==> src/rtl/alu_mc_pkg.sv <==
// Shared opcodes, FSM states and op classification for the multi-cycle ALU.
// ALU_MC_DIV_EN adds DIVU/REMU to the multi-cycle op set.
package alu_mc_pkg;

  localparam logic [3:0] ALU_AND   = 4'b0000;
  localparam logic [3:0] ALU_OR    = 4'b0001;
  localparam logic [3:0] ALU_ADD   = 4'b0010;
  localparam logic [3:0] ALU_SLTU  = 4'b0011;
  localparam logic [3:0] ALU_XOR   = 4'b0100;
  localparam logic [3:0] ALU_NOR   = 4'b0101;
  localparam logic [3:0] ALU_SUB   = 4'b0110;
  localparam logic [3:0] ALU_SLT   = 4'b0111;
  localparam logic [3:0] ALU_SLL   = 4'b1000;
  localparam logic [3:0] ALU_SRL   = 4'b1001;
  localparam logic [3:0] ALU_SRA   = 4'b1010;
  localparam logic [3:0] ALU_MUL   = 4'b1100;
  localparam logic [3:0] ALU_MULHU = 4'b1101;
  localparam logic [3:0] ALU_DIVU  = 4'b1110;
  localparam logic [3:0] ALU_REMU  = 4'b1111;

  typedef enum logic [1:0] {
    IDLE,
    EXEC,
    DONE
  } state_t;

  function automatic logic is_multicycle(input logic [3:0] op);
`ifdef ALU_MC_DIV_EN
    return op inside {ALU_MUL, ALU_MULHU, ALU_DIVU, ALU_REMU};
`else
    return op inside {ALU_MUL, ALU_MULHU};
`endif
  endfunction

endpackage

==> src/rtl/alu_mc_iter.sv <==
// Iterative engine: unsigned shift-add multiply, one bit per cycle.
// With ALU_MC_DIV_EN, mode=1 selects an unsigned restoring divide (lo=quotient, hi=remainder).
module alu_mc_iter
  import alu_mc_pkg::*;
#(
  parameter int unsigned DATA_WIDTH = 32
) (
  input  logic                  clk,
  input  logic                  rst,
  input  logic                  start,
  input  logic                  mode,
  input  logic [DATA_WIDTH-1:0] A,
  input  logic [DATA_WIDTH-1:0] B,
  output logic                  done,
  output logic [DATA_WIDTH-1:0] lo,
  output logic [DATA_WIDTH-1:0] hi
);

  localparam int unsigned CNT_W = $clog2(DATA_WIDTH);

  logic [DATA_WIDTH-1:0] hi_q, lo_q, m_q;
  logic [DATA_WIDTH-1:0] hi_nx, lo_nx;
  logic [DATA_WIDTH:0]   acc;
  logic [CNT_W-1:0]      cnt;
  logic                  busy;

`ifdef ALU_MC_DIV_EN
  logic                  mode_q;
  logic [DATA_WIDTH:0]   shifted;
  logic                  fits;
`else
  logic                  unused_mode;
  assign unused_mode = mode;
`endif

  // done flags the final step; lo/hi expose the post-step value so the
  // caller can capture the answer on the same edge the last bit resolves.
  assign done = busy && (cnt == CNT_W'(DATA_WIDTH - 1));
  assign lo   = lo_nx;
  assign hi   = hi_nx;

  always_comb begin
    acc   = {1'b0, hi_q} + (lo_q[0] ? {1'b0, m_q} : '0);
    hi_nx = acc[DATA_WIDTH:1];
    lo_nx = {acc[0], lo_q[DATA_WIDTH-1:1]};
`ifdef ALU_MC_DIV_EN
    shifted = {hi_q, lo_q[DATA_WIDTH-1]};
    fits    = (shifted >= {1'b0, m_q});
    if (mode_q) begin
      hi_nx = fits ? (shifted[DATA_WIDTH-1:0] - m_q) : shifted[DATA_WIDTH-1:0];
      lo_nx = {lo_q[DATA_WIDTH-2:0], fits};
    end
`endif
  end

  always_ff @(posedge clk or posedge rst) begin
    if (rst) begin
      busy <= 1'b0;
      cnt  <= '0;
      hi_q <= '0;
      lo_q <= '0;
      m_q  <= '0;
`ifdef ALU_MC_DIV_EN
      mode_q <= 1'b0;
`endif
    end else if (start) begin
      busy <= 1'b1;
      cnt  <= '0;
      hi_q <= '0;
`ifdef ALU_MC_DIV_EN
      mode_q <= mode;
      lo_q   <= mode ? A : B;
      m_q    <= mode ? B : A;
`else
      lo_q <= B;
      m_q  <= A;
`endif
    end else if (busy) begin
      hi_q <= hi_nx;
      lo_q <= lo_nx;
      cnt  <= cnt + CNT_W'(1);
      if (done) busy <= 1'b0;
    end
  end

endmodule

==> src/rtl/alu_mc.sv <==
// Multi-cycle ALU behind valid/ready handshakes; single-cycle ops bypass EXEC.
// Define ALU_MC_DIV_EN to enable DIVU/REMU on the iterative engine.
module alu_mc
  import alu_mc_pkg::*;
#(
  parameter  int unsigned DATA_WIDTH = 32,
  localparam int unsigned SHAMT_W    = $clog2(DATA_WIDTH)
) (
  input  logic                  clk,
  input  logic                  rst,
  input  logic                  in_valid,
  output logic                  in_ready,
  input  logic [DATA_WIDTH-1:0] A,
  input  logic [DATA_WIDTH-1:0] B,
  input  logic [3:0]            ALUop,
  output logic                  out_valid,
  input  logic                  out_ready,
  output logic [DATA_WIDTH-1:0] Result,
  output logic                  Overflow,
  output logic                  CarryOut,
  output logic                  Zero
);

  state_t                state, state_nx;
  logic                  accept, mc_start, iter_mode, iter_done;
  logic [DATA_WIDTH-1:0] iter_lo, iter_hi, res_mc, res_c;
  logic                  ovf_c, cy_c, sub_ovf;
  logic [DATA_WIDTH:0]   add_w, sub_w;
  logic [SHAMT_W-1:0]    shamt;
  logic [3:0]            op_q;

  assign in_ready  = (state == IDLE);
  assign out_valid = (state == DONE);
  assign accept    = in_valid && in_ready;
  assign mc_start  = accept && is_multicycle(ALUop);
`ifdef ALU_MC_DIV_EN
  assign iter_mode = (ALUop == ALU_DIVU) || (ALUop == ALU_REMU);
`else
  assign iter_mode = 1'b0;
`endif

  alu_mc_iter #(.DATA_WIDTH(DATA_WIDTH)) u_iter (
    .clk   (clk),
    .rst   (rst),
    .start (mc_start),
    .mode  (iter_mode),
    .A     (A),
    .B     (B),
    .done  (iter_done),
    .lo    (iter_lo),
    .hi    (iter_hi)
  );

  always_comb begin
    shamt   = B[SHAMT_W-1:0];
    add_w   = {1'b0, A} + {1'b0, B};
    sub_w   = {1'b0, A} + {1'b0, ~B} + (DATA_WIDTH + 1)'(1);
    sub_ovf = (A[DATA_WIDTH-1] != B[DATA_WIDTH-1]) &&
              (sub_w[DATA_WIDTH-1] != A[DATA_WIDTH-1]);
    res_c   = '0;
    ovf_c   = 1'b0;
    cy_c    = 1'b0;
    case (ALUop)
      ALU_AND: res_c = A & B;
      ALU_OR:  res_c = A | B;
      ALU_XOR: res_c = A ^ B;
      ALU_NOR: res_c = ~(A | B);
      ALU_ADD: begin
        res_c = add_w[DATA_WIDTH-1:0];
        cy_c  = add_w[DATA_WIDTH];
        ovf_c = (A[DATA_WIDTH-1] == B[DATA_WIDTH-1]) &&
                (add_w[DATA_WIDTH-1] != A[DATA_WIDTH-1]);
      end
      ALU_SUB: begin
        res_c = sub_w[DATA_WIDTH-1:0];
        cy_c  = ~sub_w[DATA_WIDTH];
        ovf_c = sub_ovf;
      end
      ALU_SLT: begin
        res_c = {{(DATA_WIDTH-1){1'b0}}, sub_w[DATA_WIDTH-1] ^ sub_ovf};
        ovf_c = sub_ovf;
      end
      ALU_SLTU: res_c = {{(DATA_WIDTH-1){1'b0}}, ~sub_w[DATA_WIDTH]};
      ALU_SLL:  res_c = A << shamt;
      ALU_SRL:  res_c = A >> shamt;
      ALU_SRA:  res_c = $unsigned($signed(A) >>> shamt);
      ALU_MUL, ALU_MULHU, ALU_DIVU, ALU_REMU: res_c = '0;
      default: res_c = '0;
    endcase
  end

  always_comb begin
    case (op_q)
      ALU_MULHU: res_mc = iter_hi;
`ifdef ALU_MC_DIV_EN
      ALU_REMU:  res_mc = iter_hi;
`endif
      default:   res_mc = iter_lo;
    endcase
  end

  always_comb begin
    state_nx = state;
    case (state)
      IDLE: if (accept) state_nx = is_multicycle(ALUop) ? EXEC : DONE;
      EXEC: if (iter_done) state_nx = DONE;
      DONE: if (out_ready) state_nx = IDLE;
      default: state_nx = IDLE;
    endcase
  end

  always_ff @(posedge clk or posedge rst) begin
    if (rst) state <= IDLE;
    else     state <= state_nx;
  end

  always_ff @(posedge clk or posedge rst) begin
    if (rst) begin
      op_q     <= ALU_AND;
      Result   <= '0;
      Overflow <= 1'b0;
      CarryOut <= 1'b0;
      Zero     <= 1'b1;
    end else begin
      if (accept) begin
        op_q <= ALUop;
        if (!is_multicycle(ALUop)) begin
          Result   <= res_c;
          Overflow <= ovf_c;
          CarryOut <= cy_c;
          Zero     <= (res_c == '0);
        end
      end
      if (state == EXEC && iter_done) begin
        Result   <= res_mc;
        Overflow <= 1'b0;
        CarryOut <= 1'b0;
        Zero     <= (res_mc == '0);
      end
    end
  end

endmodule

==> config.mk <==
export PLATFORM = sky130hd
export DESIGN_NAME = alu_mc
export DESIGN_NICKNAME = d
export VERILOG_FILES = /design/src/rtl/alu_mc_pkg.sv /design/src/rtl/alu_mc_iter.sv /design/src/rtl/alu_mc.sv
export SDC_FILE = /design/constraint.sdc
export NUM_CORES = 1
export LEC_CHECK = 0
export BUFFER_PORTS_ARGS = -buffer_cell sky130_fd_sc_hd__buf_2
export CELL_PAD_IN_SITES_DETAIL_PLACEMENT = 0
export CELL_PAD_IN_SITES_GLOBAL_PLACEMENT = 1
export CORE_MARGIN = 1
export CORE_UTILIZATION = 52
export CTS_CLUSTER_SIZE = 40
export DETAILED_ROUTE_END_ITERATION = 7
export HOLD_SLACK_MARGIN = 0.12
export PLACE_DENSITY = 0.94
export SLEW_MARGIN = 20
export SYNTH_ARGS = -nofsm -noshare
export SYNTH_HDL_FRONTEND = slang
export SYNTH_HIERARCHICAL = 1
export SYNTH_SLANG_ARGS = --single-unit
export TNS_END_PERCENT = 5
==> constraint.sdc <==
create_clock -name clk -period 6.35 [get_ports clk]
set_clock_uncertainty 0.1 [all_clocks]
set_input_delay 0.635 -clock clk [delete_from_list [all_inputs] [get_ports clk]]
set_output_delay 0.635 -clock clk [all_outputs]
set_load 0.01 [all_outputs]
## Word level (Yosys, flattened, before mapping)

Cells that the tools add are included.

| word-level totals | value |
|---|---|
| word-level logic and storage cells | 97 |
| register bits after elaboration | 143 |
| output and inout port bits | 37 |

| operators by class | value |
|---|---|
| reduce and logical (&&, ||, !) cells | 16 |
| bitwise gates (word level) | 7 |
| equality and inequality tests | 24 |
| shift operators | 3 |
| add/sub/neg operators | 5 |
| mux-type cells | 31 |

Operators with widths:

| operator | count |
|---|---|
| case mux 32 bit (11 select lines) | 1 |
| 2-to-1 mux 32 bit | 9 |
| adder 32 x 32 -> 33 bit | 2 |
| zero test 32 bit | 2 |
| NOT 32 bit | 2 |
| adder 32 x 33 -> 33 bit | 1 |
| adder 33 x 1 -> 33 bit (second input constant) | 1 |
| bitwise AND 32 bit | 1 |
| bitwise OR 32 bit | 1 |
| left shift 32 x 5 -> 32 bit | 1 |
| >> shifter 32 x 5 -> 32 bit | 1 |
| >>> shifter 32 x 5 -> 32 bit | 1 |
| bitwise XOR 32 bit | 1 |
| equality test 4 bit (second input constant) | 6 |
| equality test 4 x 3 -> 1 bit (second input constant) | 4 |
| 2-to-1 mux 1 bit | 12 |
| 2-to-1 mux 5 bit | 2 |
| equality test 4 x 2 -> 1 bit (second input constant) | 2 |
| 2-to-1 mux 2 bit | 4 |
| logical AND 1 bit | 6 |
| != test 2 x 1 -> 1 bit (second input constant) | 3 |
| case mux 2 bit (3 select lines) | 1 |
| nonzero test 2 bit | 3 |
| adder 5 x 1 -> 5 bit (second input constant) | 1 |
| 15 further kinds | 18 |

## Logic depth before layout (Yosys ltp)

| logic depth | value |
|---|---|
| depth in word-level cells | 11 |
| depth in mapped cells | 25 |

## Modules after synthesis

Netlist, hierarchy kept.

Modules (own cells, without submodules):

| module | seq. area each (sq um) | area each (sq um) | cells each | instances |
|---|---|---|---|---|
| alu_mc | 1027.2 | 12125.4 | 1652 | 1 |
| alu_mc_iter | 2552.4 | 6718.9 | 715 | 1 |

## Worst setup path before layout

OpenSTA, ideal clock, no wires.

| timing | value |
|---|---|
| path kind | input -> register |
| start | input B[1] |
| end | register Zero |
| path slack | 906 ps |
| buffers on the path | 4 |
| data required time | 6164 ps |
| arrival time | 5258 ps |
| library setup time | 86 ps |
| stages | 23 |
| path through | buf_6 > buf_4 > buf_6 > buf_2 > inv_2 > ha_1 > o21bai_1 > o2111ai_1 > a211oi_1 > a211oi_1 > a2111o_1 > a21boi_0 > a211oi_1 > nor2_1 > nor2_1 > o21ai_0 > fa_1 > a222oi_1 > nand3_1 > a211o_1 > a211oi_1 > nand4_1 > o31ai_2 |

| between the ends | value |
|---|---|
| word-level cells in the longest chain between the ends | 11 |
| elaborated cells on any way between the ends | 20 |
| classes of those cells | 3 x add/sub; 1 x eq/ne; 3 x shift; 4 x mux; 7 x bitwise; 2 x reduce/logical |

Ends and longest elaborated chain:

| what | line | source |
|---|---|---|
| start: declaration | alu_mc.sv:14 | `input logic [DATA_WIDTH-1:0] B,` |
| NOT 32 bit | alu_mc.sv:57 | `sub_w = {1'b0, A} + {1'b0, ~B} + (DATA_WIDTH + 1)'(1);` |
| adder 32 x 32 -> 33 bit | alu_mc.sv:57 |  |
| adder 33 x 1 -> 33 bit | alu_mc.sv:57 |  |
| != test 1 bit | alu_mc.sv:59 | `(sub_w[DATA_WIDTH-1] != A[DATA_WIDTH-1]);` |
| logical AND 1 bit | alu_mc.sv:58 | `sub_ovf = (A[DATA_WIDTH-1] != B[DATA_WIDTH-1]) &&` |
| bitwise XOR 1 bit | alu_mc.sv:80 | `res_c = {{(DATA_WIDTH-1){1'b0}}, sub_w[DATA_WIDTH-1] ^ sub_ovf};` |
| case mux 32 bit (11 select lines) * | alu_mc.sv:63 | `case (ALUop)` |
| zero test 32 bit * | alu_mc.sv:131 | `Zero <= (res_c == '0);` |
| 2-to-1 mux 1 bit * | alu_mc.sv:127 | `if (!is_multicycle(ALUop)) begin` |
| 2-to-1 mux 1 bit * | alu_mc.sv:125 | `if (accept) begin` |
| 2-to-1 mux 1 bit * | alu_mc.sv:134 | `if (state == EXEC && iter_done) begin` |
| end signal: assignment | alu_mc.sv:131 |  |
| end signal: assignment | alu_mc.sv:138 | `Zero <= (res_mc == '0);` |
| end: declaration | alu_mc.sv:21 | `output logic Zero` |

Every way passes the cells marked *; elsewhere a longest branch is shown, timed or not. The select of a mux whose other input is x is not followed.
A chain may end at the register's enable or synchronous reset.

## Worst setup path in the final report

| timing | value |
|---|---|
| start | input A[12] |
| end | register Zero |

| between the ends | value |
|---|---|
| word-level cells in the longest chain between the ends | 10 |
| elaborated cells on any way between the ends | 19 |
| classes of those cells | 3 x add/sub; 1 x eq/ne; 3 x shift; 4 x mux; 6 x bitwise; 2 x reduce/logical |

Ends and longest elaborated chain:

| what | line | source |
|---|---|---|
| start: declaration | alu_mc.sv:13 | `input logic [DATA_WIDTH-1:0] A,` |
| adder 32 x 32 -> 33 bit | alu_mc.sv:57 |  |
| adder 33 x 1 -> 33 bit | alu_mc.sv:57 |  |
| != test 1 bit | alu_mc.sv:59 |  |
| logical AND 1 bit | alu_mc.sv:58 |  |
| bitwise XOR 1 bit | alu_mc.sv:80 |  |
| case mux 32 bit (11 select lines) * | alu_mc.sv:63 |  |
| zero test 32 bit * | alu_mc.sv:131 |  |
| 2-to-1 mux 1 bit * | alu_mc.sv:127 |  |
| 2-to-1 mux 1 bit * | alu_mc.sv:125 |  |
| 2-to-1 mux 1 bit * | alu_mc.sv:134 |  |

Marks and branches as above.

==> impl_metrics.tcl <==
set metrics [dict create \
    crit_slowest_cell "nor4_1" \
    grt_util_met2 0.702 \
    drt_iter0_markers 2623 \
    ios 109 \
    port_buffers 108 \
    hold_violations 0 \
    seq_power_share 0.255 \
    clock-sinks 143 \
    grt_util_all_layers 0.467 \
    antenna_left 0 \
    fp.dieH_um 192 \
    die-width_um 192 \
    setup_viol 0 \
    grt_use_met3 0.115 \
    start_util 0.530 \
    tns_ns 0 \
    antenna_found_initial 3 \
    ys.warnings.count 6 \
    finalMaxSlewViolations 0 \
    r2r_start "u_iter/m_q[0]" \
    relSlewSlack 0.265 \
    p_switching_mw 3.37 \
    post_drt_via_cell_ratio 7.15 \
    grt_busiest_layer "met2" \
    postCtsSetupBuffers 0 \
    rr_worst_depth 17 \
    cts_resized 0 \
    max_slew.worst_pin.slew_ns 1.10 \
    drc 0 \
    p_leak_nw 9.07 \
    synth_area_um2 18800 \
    cp.arrival_ns 5.82 \
    gp_congestion 1.06 \
    cpLargestDelayFamily "compound AO/OA/AOI/OAI gates" \
    switching_share 0.496 \
    wl_per_cell_um 30.5 \
    grt_pass1_wl_um 127000 \
    grt_pass1_vias 19400 \
    clkTransAtPathRegs_ns 0.07 \
    grt_util_met1 0.591 \
    grt-ovfl-total 0 \
    grt_max_degree 102 \
    path_class "primary input to flop" \
    nNetsFinal 2571 \
    finalCritPeriodShare 0.875 \
    critPathLaunchType "primary input" \
    cp_max_fo 12 \
    clk_path_buf_depth 2 \
    htreeDepth 4 \
    cts_tree "done" \
    rows 69 \
    r2r_end "Zero" \
    hp-class "primary input to asynchronous set/reset pin" \
    crit_path_start "A[12]" \
    grt_setup_unrepaired "false" \
    max_freq_mhz 180 \
    end_kind "flop" \
    dr.pass1.iters 8 \
    syn_inst 2366 \
    dr_total_vias 20300 \
    crit_required_ns 6.61 \
    clock_latency_ns 0.45 \
    synth_nets 2582 \
    vdd_ir_drop_max_v 0.000598 \
    worst_path_most_repeated_cell "a211oi_1" \
    max-cap-violations 0 \
    mostFrequentLayoutCell "nand2_1" \
    core_um2 35600 \
    clockRootBuffer "clkbuf_16" \
    wl_um 86400 \
    pwr-share-clk 0.152 \
    crit_buf_inv 2 \
    area_growth_pct 7.01 \
    path_depth 20 \
    power_frac_comb 0.592 \
    worst-r2r-setup-slack_ns 1.34 \
    path_cells "buf_2 -> inv_1 -> ha_1 -> nor4_1 -> nand2_1 -> a211oi_1 -> a211oi_1 -> a2111o_1 -> a21boi_0 -> a211oi_1 -> nor2_1 -> nor2_1 -> o21ai_0 -> fa_1 -> a222oi_1 -> nand3_1 -> a211o_1 -> a211oi_1 -> nand4_1 -> o31ai_2" \
    mostFrequentLayoutCells "nand2_1, nor2_1, a21oi_1" \
    drive_gt1_frac 0.147 \
    syn-mean-instance-area_um2 7.96 \
    num-fill-cells 3338 \
    crit_end "Zero" \
    dp_hpwl_um 66800 \
    fin_crit_ns 5.56 \
    intPower_mw 3.43 \
    power_density_nw_per_um2 337 \
    worst_path_largest_cell_delay_ns 0.62 \
    ctsHoldBuffers 0 \
    fin_util 0.567 \
    dieArea_um2 37000 \
    cts_inserted_buffers 17 \
    status "finished, final reports clean" \
]
==> cell type report <==
type,instances,area (um^2),share of cell area
Multi-Input combinational cell,1900,13900,0.688
Timing Repair Buffer,178,1090,0.0542
Tap cell,461,577,0.0286
Antenna cell,4,10.0,0.000496
Clock inverter,14,144,0.00714
Sequential cell,143,3580,0.178
Clock buffer,18,439,0.0218
Inverter,115,434,0.0215
==> per-stage QoR <==
step	power [mW]	instances	setup WS [ns]	hold WS, ns	area [um^2]
final	6.79	2833	0.793	0.144	20200
after global routing	7.15	2829	0.439	0.175	20200
after CTS	6.66	2829	0.939	0.144	20200
after detailed placement	5.60	2797	0.476	0.359	19600
after global placement	5.51	2797	0.522	0.354	19600
after floorplan	4.46	2366	0.906	0.337	18800
==> worst min-delay path by stage <==
stage	startpoint	to	slack (ns)	cells after the start
after global placement	op_q[1]	op_q[1]	0.35	2
after detailed placement	op_q[1]	op_q[1]	0.36	2
after CTS	rst	u_iter/lo_q[26]	0.14	2
final	rst	u_iter/lo_q[25]	0.14	2
after floorplan	op_q[1]	op_q[1]	0.34	2
after global routing	rst	u_iter/lo_q[26]	0.17	2
==> power by group through the flow <==
stage | Clock [mW] | Combinational (mW) | Sequential (mW)
finish | 1.03 | 4.02 | 1.74
global route | 1.08 | 4.31 | 1.76
CTS | 1.04 | 3.91 | 1.71
detailed placement | 0 | 3.88 | 1.72
global placement | 0 | 3.81 | 1.70
floorplan | 0 | 2.88 | 1.58
==> per-layer routing <==
layer | vias up | wire (um)
met4 | 0 | 6540
met5 | - | 0
met1 | 9840 | 33100
met3 | 305 | 9800
li1 | 8772 | -
met2 | 1350 | 37000
==> flip-flops by register name, summed over array words and instances, names as in the netlist <==
signal,cells
CarryOut,1
Overflow,1
Result,32
Zero,1
op_q,4
state,2
u_iter/busy,1
u_iter/cnt,5
u_iter/hi_q,32
u_iter/lo_q,32
u_iter/m_q,32
==> worst register-to-register path, stage by stage, from the launching register on <==
cell and delay (ns):
dfrtp_1 0.51, and2_1 0.18, ha_1 0.17, inv_1 0.06
fa_1 0.42, and2b_2 0.27, o2111ai_4 0.16, a2111oi_4 0.46
o2111ai_2 0.26, o31ai_4 0.24, buf_4 0.21, a21oi_1 0.10
xnor2_1 0.16, mux2i_1 0.47, nand4_1 0.14, nor4_1 0.70
a22oi_1 0.20, o31ai_2 0.10
Power figures use the tool's default switching activity.
